**config.mk**
```make
export PLATFORM = sky130hd
export DESIGN_NAME = uart_byte_receiver
export DESIGN_NICKNAME = d
export VERILOG_FILES = /design/src/rtl/uart_byte_receiver_pkg.sv /design/src/rtl/uart_byte_receiver_sync_2ff.sv /design/src/rtl/uart_byte_receiver.sv
export SDC_FILE = /design/constraint.sdc
export NUM_CORES = 1
export LEC_CHECK = 0
export BUFFER_PORTS_ARGS = -buffer_cell sky130_fd_sc_hd__buf_4
export CORE_MARGIN = 5
export CORE_UTILIZATION = 30
export DETAILED_ROUTE_END_ITERATION = 8
export GPL_TIMING_DRIVEN = 0
export PLACE_DENSITY = 0.53
export SYNTH_ARGS = -nofsm -noshare
export SYNTH_HDL_FRONTEND = slang
export SYNTH_SLANG_ARGS = --single-unit
```
**constraint.sdc**
```tcl
create_clock -name clk -period 6.1 [get_ports clk]
set_input_delay 1.22 -clock clk [delete_from_list [all_inputs] [get_ports clk]]
set_output_delay 1.22 -clock clk [all_outputs]
set_load 0.01 [all_outputs]
```
**src/rtl/uart_byte_receiver_pkg.sv**
```systemverilog
// Shared UART definitions: receiver FSM states, frame size and bit-timing helpers.
// Intended for reuse by the matching byte transmitter.
package uart_byte_receiver_pkg;

    typedef enum logic [1:0] {
        ST_IDLE  = 2'd0,
        ST_START = 2'd1,
        ST_DATA  = 2'd2,
        ST_STOP  = 2'd3
    } rx_state_e;

    localparam int DATA_BITS = 8;

    function automatic int symbol_time(input int clock_freq, input int baud_rate);
        return clock_freq / baud_rate;
    endfunction

    function automatic int half_time(input int clock_freq, input int baud_rate);
        return symbol_time(clock_freq, baud_rate) / 2;
    endfunction

endpackage

```
**src/rtl/uart_byte_receiver_sync_2ff.sv**
```systemverilog
// Two-flop synchroniser for a single asynchronous input.
// The reset value is chosen to match the input's idle level.
module sync_2ff #(
    parameter logic RESET_VAL = 1'b1
) (
    input  logic i_clk,
    input  logic i_rst,
    input  logic i_d,
    output logic o_q
);

    logic r_meta;
    logic r_sync;

    // Two-stage capture of the asynchronous input
    always_ff @(posedge i_clk or posedge i_rst) begin
        if (i_rst) begin
            r_meta <= RESET_VAL;
            r_sync <= RESET_VAL;
        end else begin
            r_meta <= i_d;
            r_sync <= r_meta;
        end
    end

    assign o_q = r_sync;

endmodule

```
**src/rtl/uart_byte_receiver.sv**
```systemverilog
// UART byte receiver: 8N1 deserialiser with a one-byte valid/ready holding register
// and single-cycle framing-error / overrun pulses.
module uart_byte_receiver
    import uart_byte_receiver_pkg::*;
#(
    parameter int CLOCK_FREQ = 50_000_000,
    parameter int BAUD_RATE  = 115_200
) (
    input  logic       clk,
    input  logic       rst,
    input  logic       serial_in,
    output logic [7:0] data_out,
    output logic       data_out_valid,
    input  logic       data_out_ready,
    output logic       framing_error,
    output logic       overrun
);

    localparam int SYMBOL_TIME = symbol_time(CLOCK_FREQ, BAUD_RATE);
    localparam int HALF_TIME   = half_time(CLOCK_FREQ, BAUD_RATE);
    localparam int CNT_W       = $clog2(SYMBOL_TIME);
    localparam int IDX_W       = $clog2(DATA_BITS);

    localparam logic [CNT_W-1:0] SYM_LAST  = CNT_W'(SYMBOL_TIME - 1);
    localparam logic [CNT_W-1:0] HALF_LAST = CNT_W'(HALF_TIME - 1);
    localparam logic [IDX_W-1:0] IDX_LAST  = IDX_W'(DATA_BITS - 1);

    rx_state_e        r_state;
    rx_state_e        w_next_state;
    logic [CNT_W-1:0] r_cnt;
    logic [CNT_W-1:0] w_cnt_next;
    logic [IDX_W-1:0] r_bit_idx;
    logic [IDX_W-1:0] w_bit_idx_next;
    logic [7:0]       r_shift;
    logic [7:0]       w_shift_next;
    logic             w_commit;
    logic             w_frame_err;
    logic             w_rx_s;

    logic [7:0]       r_data;
    logic             r_valid;
    logic             r_framing_error;
    logic             r_overrun;

    sync_2ff #(
        .RESET_VAL(1'b1)
    ) u_rx_sync (
        .i_clk(clk),
        .i_rst(rst),
        .i_d  (serial_in),
        .o_q  (w_rx_s)
    );

    // FSM state register
    always_ff @(posedge clk or posedge rst) begin
        if (rst) begin
            r_state <= ST_IDLE;
        end else begin
            r_state <= w_next_state;
        end
    end

    // Next-state, bit timing and sampling decisions
    always_comb begin
        w_next_state   = r_state;
        w_cnt_next     = r_cnt + CNT_W'(1);
        w_bit_idx_next = r_bit_idx;
        w_shift_next   = r_shift;
        w_commit       = 1'b0;
        w_frame_err    = 1'b0;
        case (r_state)
            ST_IDLE: begin
                w_cnt_next = '0;
                if (!w_rx_s) begin
                    w_next_state = ST_START;
                end else begin
                    w_next_state = ST_IDLE;
                end
            end
            ST_START: begin
                // Half-bit check rejects short low glitches on an idle line
                if (r_cnt == HALF_LAST) begin
                    w_cnt_next = '0;
                    if (w_rx_s) begin
                        w_next_state = ST_IDLE;
                    end else begin
                        w_next_state   = ST_DATA;
                        w_bit_idx_next = '0;
                    end
                end else begin
                    w_next_state = ST_START;
                end
            end
            ST_DATA: begin
                if (r_cnt == SYM_LAST) begin
                    w_cnt_next     = '0;
                    w_shift_next   = {w_rx_s, r_shift[7:1]};
                    w_bit_idx_next = r_bit_idx + IDX_W'(1);
                    if (r_bit_idx == IDX_LAST) begin
                        w_next_state = ST_STOP;
                    end else begin
                        w_next_state = ST_DATA;
                    end
                end else begin
                    w_next_state = ST_DATA;
                end
            end
            ST_STOP: begin
                if (r_cnt == SYM_LAST) begin
                    w_cnt_next   = '0;
                    w_next_state = ST_IDLE;
                    if (w_rx_s) begin
                        w_commit = 1'b1;
                    end else begin
                        w_frame_err = 1'b1;
                    end
                end else begin
                    w_next_state = ST_STOP;
                end
            end
            default: begin
                w_next_state = ST_IDLE;
                w_cnt_next   = '0;
            end
        endcase
    end

    // Cycle counter, bit index and shift register
    always_ff @(posedge clk or posedge rst) begin
        if (rst) begin
            r_cnt     <= '0;
            r_bit_idx <= '0;
            r_shift   <= 8'h00;
        end else begin
            r_cnt     <= w_cnt_next;
            r_bit_idx <= w_bit_idx_next;
            r_shift   <= w_shift_next;
        end
    end

    // Holding register, handshake and error pulses
    always_ff @(posedge clk or posedge rst) begin
        if (rst) begin
            r_data          <= 8'h00;
            r_valid         <= 1'b0;
            r_framing_error <= 1'b0;
            r_overrun       <= 1'b0;
        end else begin
            r_framing_error <= w_frame_err;
            r_overrun       <= w_commit & r_valid & ~data_out_ready;
            if (w_commit) begin
                // A byte being consumed this edge frees the slot for the new one
                if (!r_valid || data_out_ready) begin
                    r_data  <= r_shift;
                    r_valid <= 1'b1;
                end else begin
                    r_valid <= r_valid;
                end
            end else if (r_valid && data_out_ready) begin
                r_valid <= 1'b0;
            end else begin
                r_valid <= r_valid;
            end
        end
    end

    assign data_out       = r_data;
    assign data_out_valid = r_valid;
    assign framing_error  = r_framing_error;
    assign overrun        = r_overrun;

endmodule
```
==> results of run 1 <==
## placed cells by master (no fill, tap or decap), types with 2 or more instances in the layout
cell and instances:
inv_1 5, clkbuf_1 2, nand4_1 2, and3_1 2, a22o_1 2, nor2b_1 2, xor2_1 2, nand3_1 5
clkbuf_8 5, nand2_1 4, nor3_1 4, nor2_1 13, mux2_2 14, nor4_1 2, buf_4 14, dfstp_2 2
o211ai_1 2, mux2_1 2, dfrtp_1 33, ha_1 5, xnor2_1 5
## power by group through the flow
stage	Combinational, mW	Clock (mW)	Sequential (mW)
finish	0.00652	0.204	0.234
detailed placement	0.00702	0	0.239
CTS	0.00689	0.212	0.234
global placement	0.00683	0	0.238
global route	0.00793	0.224	0.234
floorplan	0.00417	0	0.238
## worst paths after layout
kind,start,endpoint,slack [ns],cells after the start
max,r_cnt[1],data_out[2],3.76,7
min,u_rx_sync.r_meta,u_rx_sync.o_q,0.36,0
max reg2reg,r_cnt[1],data_out[2],3.76,7
min reg2reg,u_rx_sync.r_meta,u_rx_sync.o_q,0.36,0
max in group asynchronous,rst,r_state[0],4.59,2
min in group asynchronous,rst,data_out[7],1.05,2
## stage by stage
stage	utilization	setup WS, ns	instance area [um2]
6_report	0.365	3.76	1830
5_1_grt	0.365	3.63	1830
3_5_place_dp	0.343	3.59	1720
2_1_floorplan	-	3.91	1520
4_1_cts	0.365	3.72	1830
3_3_place_gp	0.343	3.64	1720
## registers in the layout (all words and copies together) (netlist names)
name	flops
data_out	8
data_out_valid	1
framing_error	1
overrun	1
r_bit_idx	3
r_cnt	9
r_shift	8
r_state	2
u_rx_sync.o_q	1
u_rx_sync.r_meta	1
## cell type report
type / instances / area share
repair buffers: 14 / 0.0575
clock buffers: 5 / 0.0376
multi-input cells: 80 / 0.334
plain buffers: 3 / 0.00684
inverters: 6 / 0.0123
well taps: 70 / 0.0479
clock inverters: 3 / 0.0239
flip-flops and latches: 35 / 0.480
## worst register-to-register path, stage by stage, from the launching register on
cell     delay, ns
dfrtp_1       0.40
inv_1         0.08
ha_1          0.15
nand2_1       0.08
or3_1         0.36
buf_2         0.17
nor4_4        0.58
mux2_2        0.40
## routing by layer
metal,vias to the layer above,GRT usage
li1,473,-
met1,473,0.109
met2,15,0.124
met3,5,0.0366
met4,0,0.0405
met5,-,0
## kinds of logic after synthesis
family / Yosys count
AOI/OAI and AO/OA: 11
xor gates and xnor gates: 7
adders and majority gates: 5
buffers and inverters: 9
DFF: 35
muxes: 16
and+or+nand+nor: 41
==> impl_metrics.yaml, run 1 <==
critical_path:
  crit_fanout: 8
  path_cells: "inv_1 > ha_1 > nand2_1 > or3_1 > buf_2 > nor4_4 > mux2_2"
  worstSetupStartpointType: "register"
  critPathCaptureType: "register"
  slowest_stage: "nor4_4"
  arrival_ns: 2.51
  cp_slowest_stage_delay_ns: 0.58
  critPathBufInv: 2
  worstSetupPathType: "register to register"
  crit_family: "simple AND/OR/NAND/NOR gates"
  required_ns: 6.27
cells_and_area:
  syn_to_final_growth_pct: 20.0
  antenna_cells: 0
  layout.cells.non_filler: 216
  nets: 154
  multi_input_area_um2: 611
  drive_gt1_frac: 0.281
  regArea_um2: 878
  nFillCells: 516
clock_tree:
  clk_pin_slew_ns: 0.07
  cts_buffers: 5
  cts_root_buf: "clkbuf_8"
  clkSinkCount: 35
  clk_path_buf_depth: 2
  clk_latency_ns: 0.29
  cts_resized: 0
  hold_buffers: 0
  cts_tree: "yes"
  cts_setup_buffers: 0
  h-tree-depth: 2
timing:
  slew_headroom: 0.528
  fin_crit_sh: 0.383
  finClkSkew_ns: 0.00940
  setup_violations: 0
  tns_ns: 0
  finalHoldViolations: 0
  worst_pin_slew_ns: 0.707
  timing.final.max_slew_violations: 0
  timing.hold.ws_ns: 0.359
  fmax_mhz: 428
  rsz0062_at_grt: "false"
  min_period_ns: 2.34
grt:
  gr-total-overflow: 0
  antenna_found_initial: 0
  grt_pass1_vias: 963
  grt_max_degree: 36
  grt_pass1_wl_um: 4240
  grtUsageTotal: 0.0856
detailed_routing:
  wl_met2_um: 1040
  routed-via-count: 966
  detail_route.wl_per_cell_um: 11.5
  ant_nets: 0
  viasPerCell: 4.47
  wl_met1_um: 1270
  drtIter0Drc: 63
  drc: 0
  top_layer: "met4"
  finalWirelength_um: 2480
  first_pass_iters: 4
  wl_met3_um: 104
synth:
  yosysTopAreaCellShare: 0.542
  synthTopCellsByArea: "dfrtp_1, mux2_2, ha_1"
  synth_area_um2: 1520
  synthCells: 124
  synth_edf_count: 0
  synthTopCellsByCount: "dfrtp_1, mux2_2, nor2_1, inv_1"
  yosysTopAreaCell: "dfrtp_1"
  synth_most_common_cell: "dfrtp_1"
  synthSimpleGateAreaFrac: 0.147
  synth_compound_area_frac: 0.0542
  synthesis.nets: 133
  synth_mux_area_frac: 0.118
  synth_flop_cell: "dfrtp_1"
  async_flop_share: 1.00
  synth_top_family_by_area: "simple AND/OR/NAND/NOR gates"
  synth_seq_cells: 35
  synth_xor_area_frac: 0.0402
  ys.warnings.count: 0
  synth_cell_types: 34
  synth.avg_cell_area_um2: 12.3
  synthAdderAreaFrac: 0.0411
  ys_seq_area_frac: 0.576
power:
  power.total_mw: 0.445
  powerDensity_nw_per_um2: 243
  p_leak_nw: 0.864
  internal_power_mw: 0.356
  p_seq_frac: 0.526
  pwr-share-comb: 0.015
  ir_drop_mv: 0.103
  switchingPower_mw: 0.0887
  swShare: 0.199
  power.share.clock: 0.459
floorplan:
  core_um2: 5010
  rows: 26
  dieWidth_um: 81.3
  initial_utilization: 0.304
  num_io_pins: 15
  die_h_um: 81.3
  die_area_um2: 6610
place:
  dp_hpwl_um: 1750
  io_buffers: 14
  dp_cells: 208
  routabilityCongestion: 0.779
status:
  status: "complete, no violations"
job:
  cap_violations: 0
worst_hold_path:
  hp-class: "register to register"
Note: power is estimated with default switching activity, not from simulation.
==> run 2, diff against run 1 <==
PLACE_DENSITY = 0.55   (was 0.53)
clock period = 2 ns   (was 6.1 ns; I/O delays follow)
==> run 2 against run 1 <==
  * Global-route usage is 0.72 points higher
  * Fmax up 21%
  * Wire length rose by 7.3%
  * Clock skew decreased by 0.0049 ns
  * First-iteration DRC count down 25%
  * Critical endpoint is now data_out[7]
==> impl_metrics.yaml, run 2 (synthesis gave the netlist of run 1 again) <==
status:
  status: "complete, no violations"
worst_hold_path:
  worstHoldStart: "serial_in"
  hold_path_end: "u_rx_sync.r_meta"
  worstHoldPathCells: 1
  hp-class: "input port to register"
cells_and_area:
  final_area_um2: 1900
  largest_reg_flops: 9
  nets: 161
  layout.cells.non_filler: 223
  syn_to_final_growth_pct: 24.7
  drive_gt1_frac: 0.366
  antenna_cells: 0
  layout_common_cells: "dfrtp_1, buf_4, mux2_2"
  top_register: "r_cnt"
  final_common_cell: "dfrtp_1"
clock_tree:
  clk_path_buf_depth: 2
  cts_tree: "yes"
  clk_latency_ns: 0.29
  cts_root_buf: "clkbuf_8"
  cts_buffers: 5
  clk_pin_slew_ns: 0.07
  h-tree-depth: 2
  clkSinkCount: 35
critical_path:
  arrival_ns: 2.11
  required_ns: 2.17
  r2r-end: "data_out[7]"
  r2r_slack_ns: 0.06
  slowest_stage: "dfrtp_1"
  worst-r2r-cell-count: 6
  cp_slowest_stage_delay_ns: 0.39
  path_cells: "or2_1 > or3_4 > buf_6 > nor4_4 > buf_6 > mux2_2"
  crit_top_cell: "buf_6"
  crit_fanout: 8
  worstSetupPathType: "register to register"
  worstSetupStartpointType: "register"
  rr_startpoint: "r_cnt[3]"
  critPathCaptureType: "register"
place:
  placed_area_um2: 1720
  routabilityCongestion: 0.757
  io_buffers: 14
  dp_cells: 208
  dp_hpwl_um: 1750
floorplan:
  core_um2: 5010
  dieWidth_um: 81.3
  die_h_um: 81.3
  initial_utilization: 0.304
  die_area_um2: 6610
  num_io_pins: 15
  rows: 26
timing:
  fmax_mhz: 516
  rsz0062_at_grt: "true"
  min_period_ns: 1.94
  timing.hold.ws_ns: 0.220
  worst_pin_slew_ns: 0.711
  finClkSkew_ns: 0.00450
  slew_headroom: 0.525
  setup_violations: 0
  fin_crit_sh: 0.969
  finalHoldViolations: 0
  timing.final.max_slew_violations: 0
grt:
  grt_pass1_wl_um: 4680
  grtUsageTotal: 0.0928
  use_met2: 0.146
  grt_pass1_vias: 1110
  grt.busiest_layer: "met2"
  grt_max_degree: 36
  grt_use_met3: 0.0200
  gr-total-overflow: 0
  antenna_found_initial: 0
  use_met1: 0.114
power:
  power.share.clock: 0.398
  switchingPower_mw: 0.262
  powerDensity_nw_per_um2: 642
  pwr-share-comb: 0.017
  internal_power_mw: 0.959
  swShare: 0.214
  ir_drop_mv: 0.319
  p_leak_nw: 0.900
  p_seq_frac: 0.585
detailed_routing:
  detail_route.wl_per_cell_um: 11.9
  routed-via-count: 990
  finalWirelength_um: 2660
  first_pass_iters: 4
  ant_nets: 0
  drc: 0
  viasPerCell: 4.44
  drtIter0Drc: 47
job:
  cap_violations: 0
run 2: cell type report:
cell class                 count  area [um2]
multi-input combinational     80         642
clock buffer                   6        72.6
buffer                         2        16.3
clock inverter                 2        12.5
sequential                    35         878
tap                           70        87.6
timing repair buffer          22         169
inverter                       6        22.5
fill                         507        3110
run 2: power groups by stage:
stage          logic (mW)  registers (mW)  clock network [mW]
6_report           0.0202           0.714               0.486
5_1_grt            0.0245           0.714               0.536
4_1_cts            0.0212           0.714               0.513
3_5_place_dp       0.0212           0.728                   0
3_3_place_gp       0.0207           0.727                   0
2_1_floorplan      0.0129           0.726                   0
run 2: what timing repair did:
action	CTS	global route
hold endpoints to repair	0	0
gates resized for setup	6	6
pin swaps	3	1
gates cloned	0	0
setup endpoints to repair	25	17
hold buffers	0	0
buffers inserted	7	1
run 2: metrics by stage:
step	setup TNS, ns	setup slack [ns]	util	power (mW)
2_1_floorplan	0	0.0161	-	0.739
3_3_place_gp	-2.26	-0.198	0.343	0.748
3_5_place_dp	-3.23	-0.231	0.343	0.749
6_report	0	0.0629	0.379	1.22
4_1_cts	-0.377	-0.0408	0.373	1.25
5_1_grt	-0.111	-0.0223	0.379	1.27
run 2: how the worst max path moves through the flow:
stage | from | end | slack [ns] | cells past startpoint
floorplan | r_cnt[2] | data_out[2] | 0.02 | 5
global placement | r_cnt[1] | data_out[7] | -0.20 | 7
detailed placement | r_cnt[1] | data_out[4] | -0.23 | 7
CTS | r_cnt[3] | data_out[7] | -0.04 | 6
global route | r_cnt[1] | data_out[3] | -0.02 | 8
finish | r_cnt[3] | data_out[7] | 0.06 | 6
run 2: per-layer routing:
layer	share of wire	vias to the layer above
met5	0	-
met4	0.026	0
met3	0.023	5
met2	0.45	15
met1	0.50	482
li1	-	488
run 2: critical path, delay by kind of cell, from the launching register on:
kind          cells  cell delay (ns)
buf+inv           2             0.31
flops             1             0.39
mux               1             0.34
simple gates      3             0.78
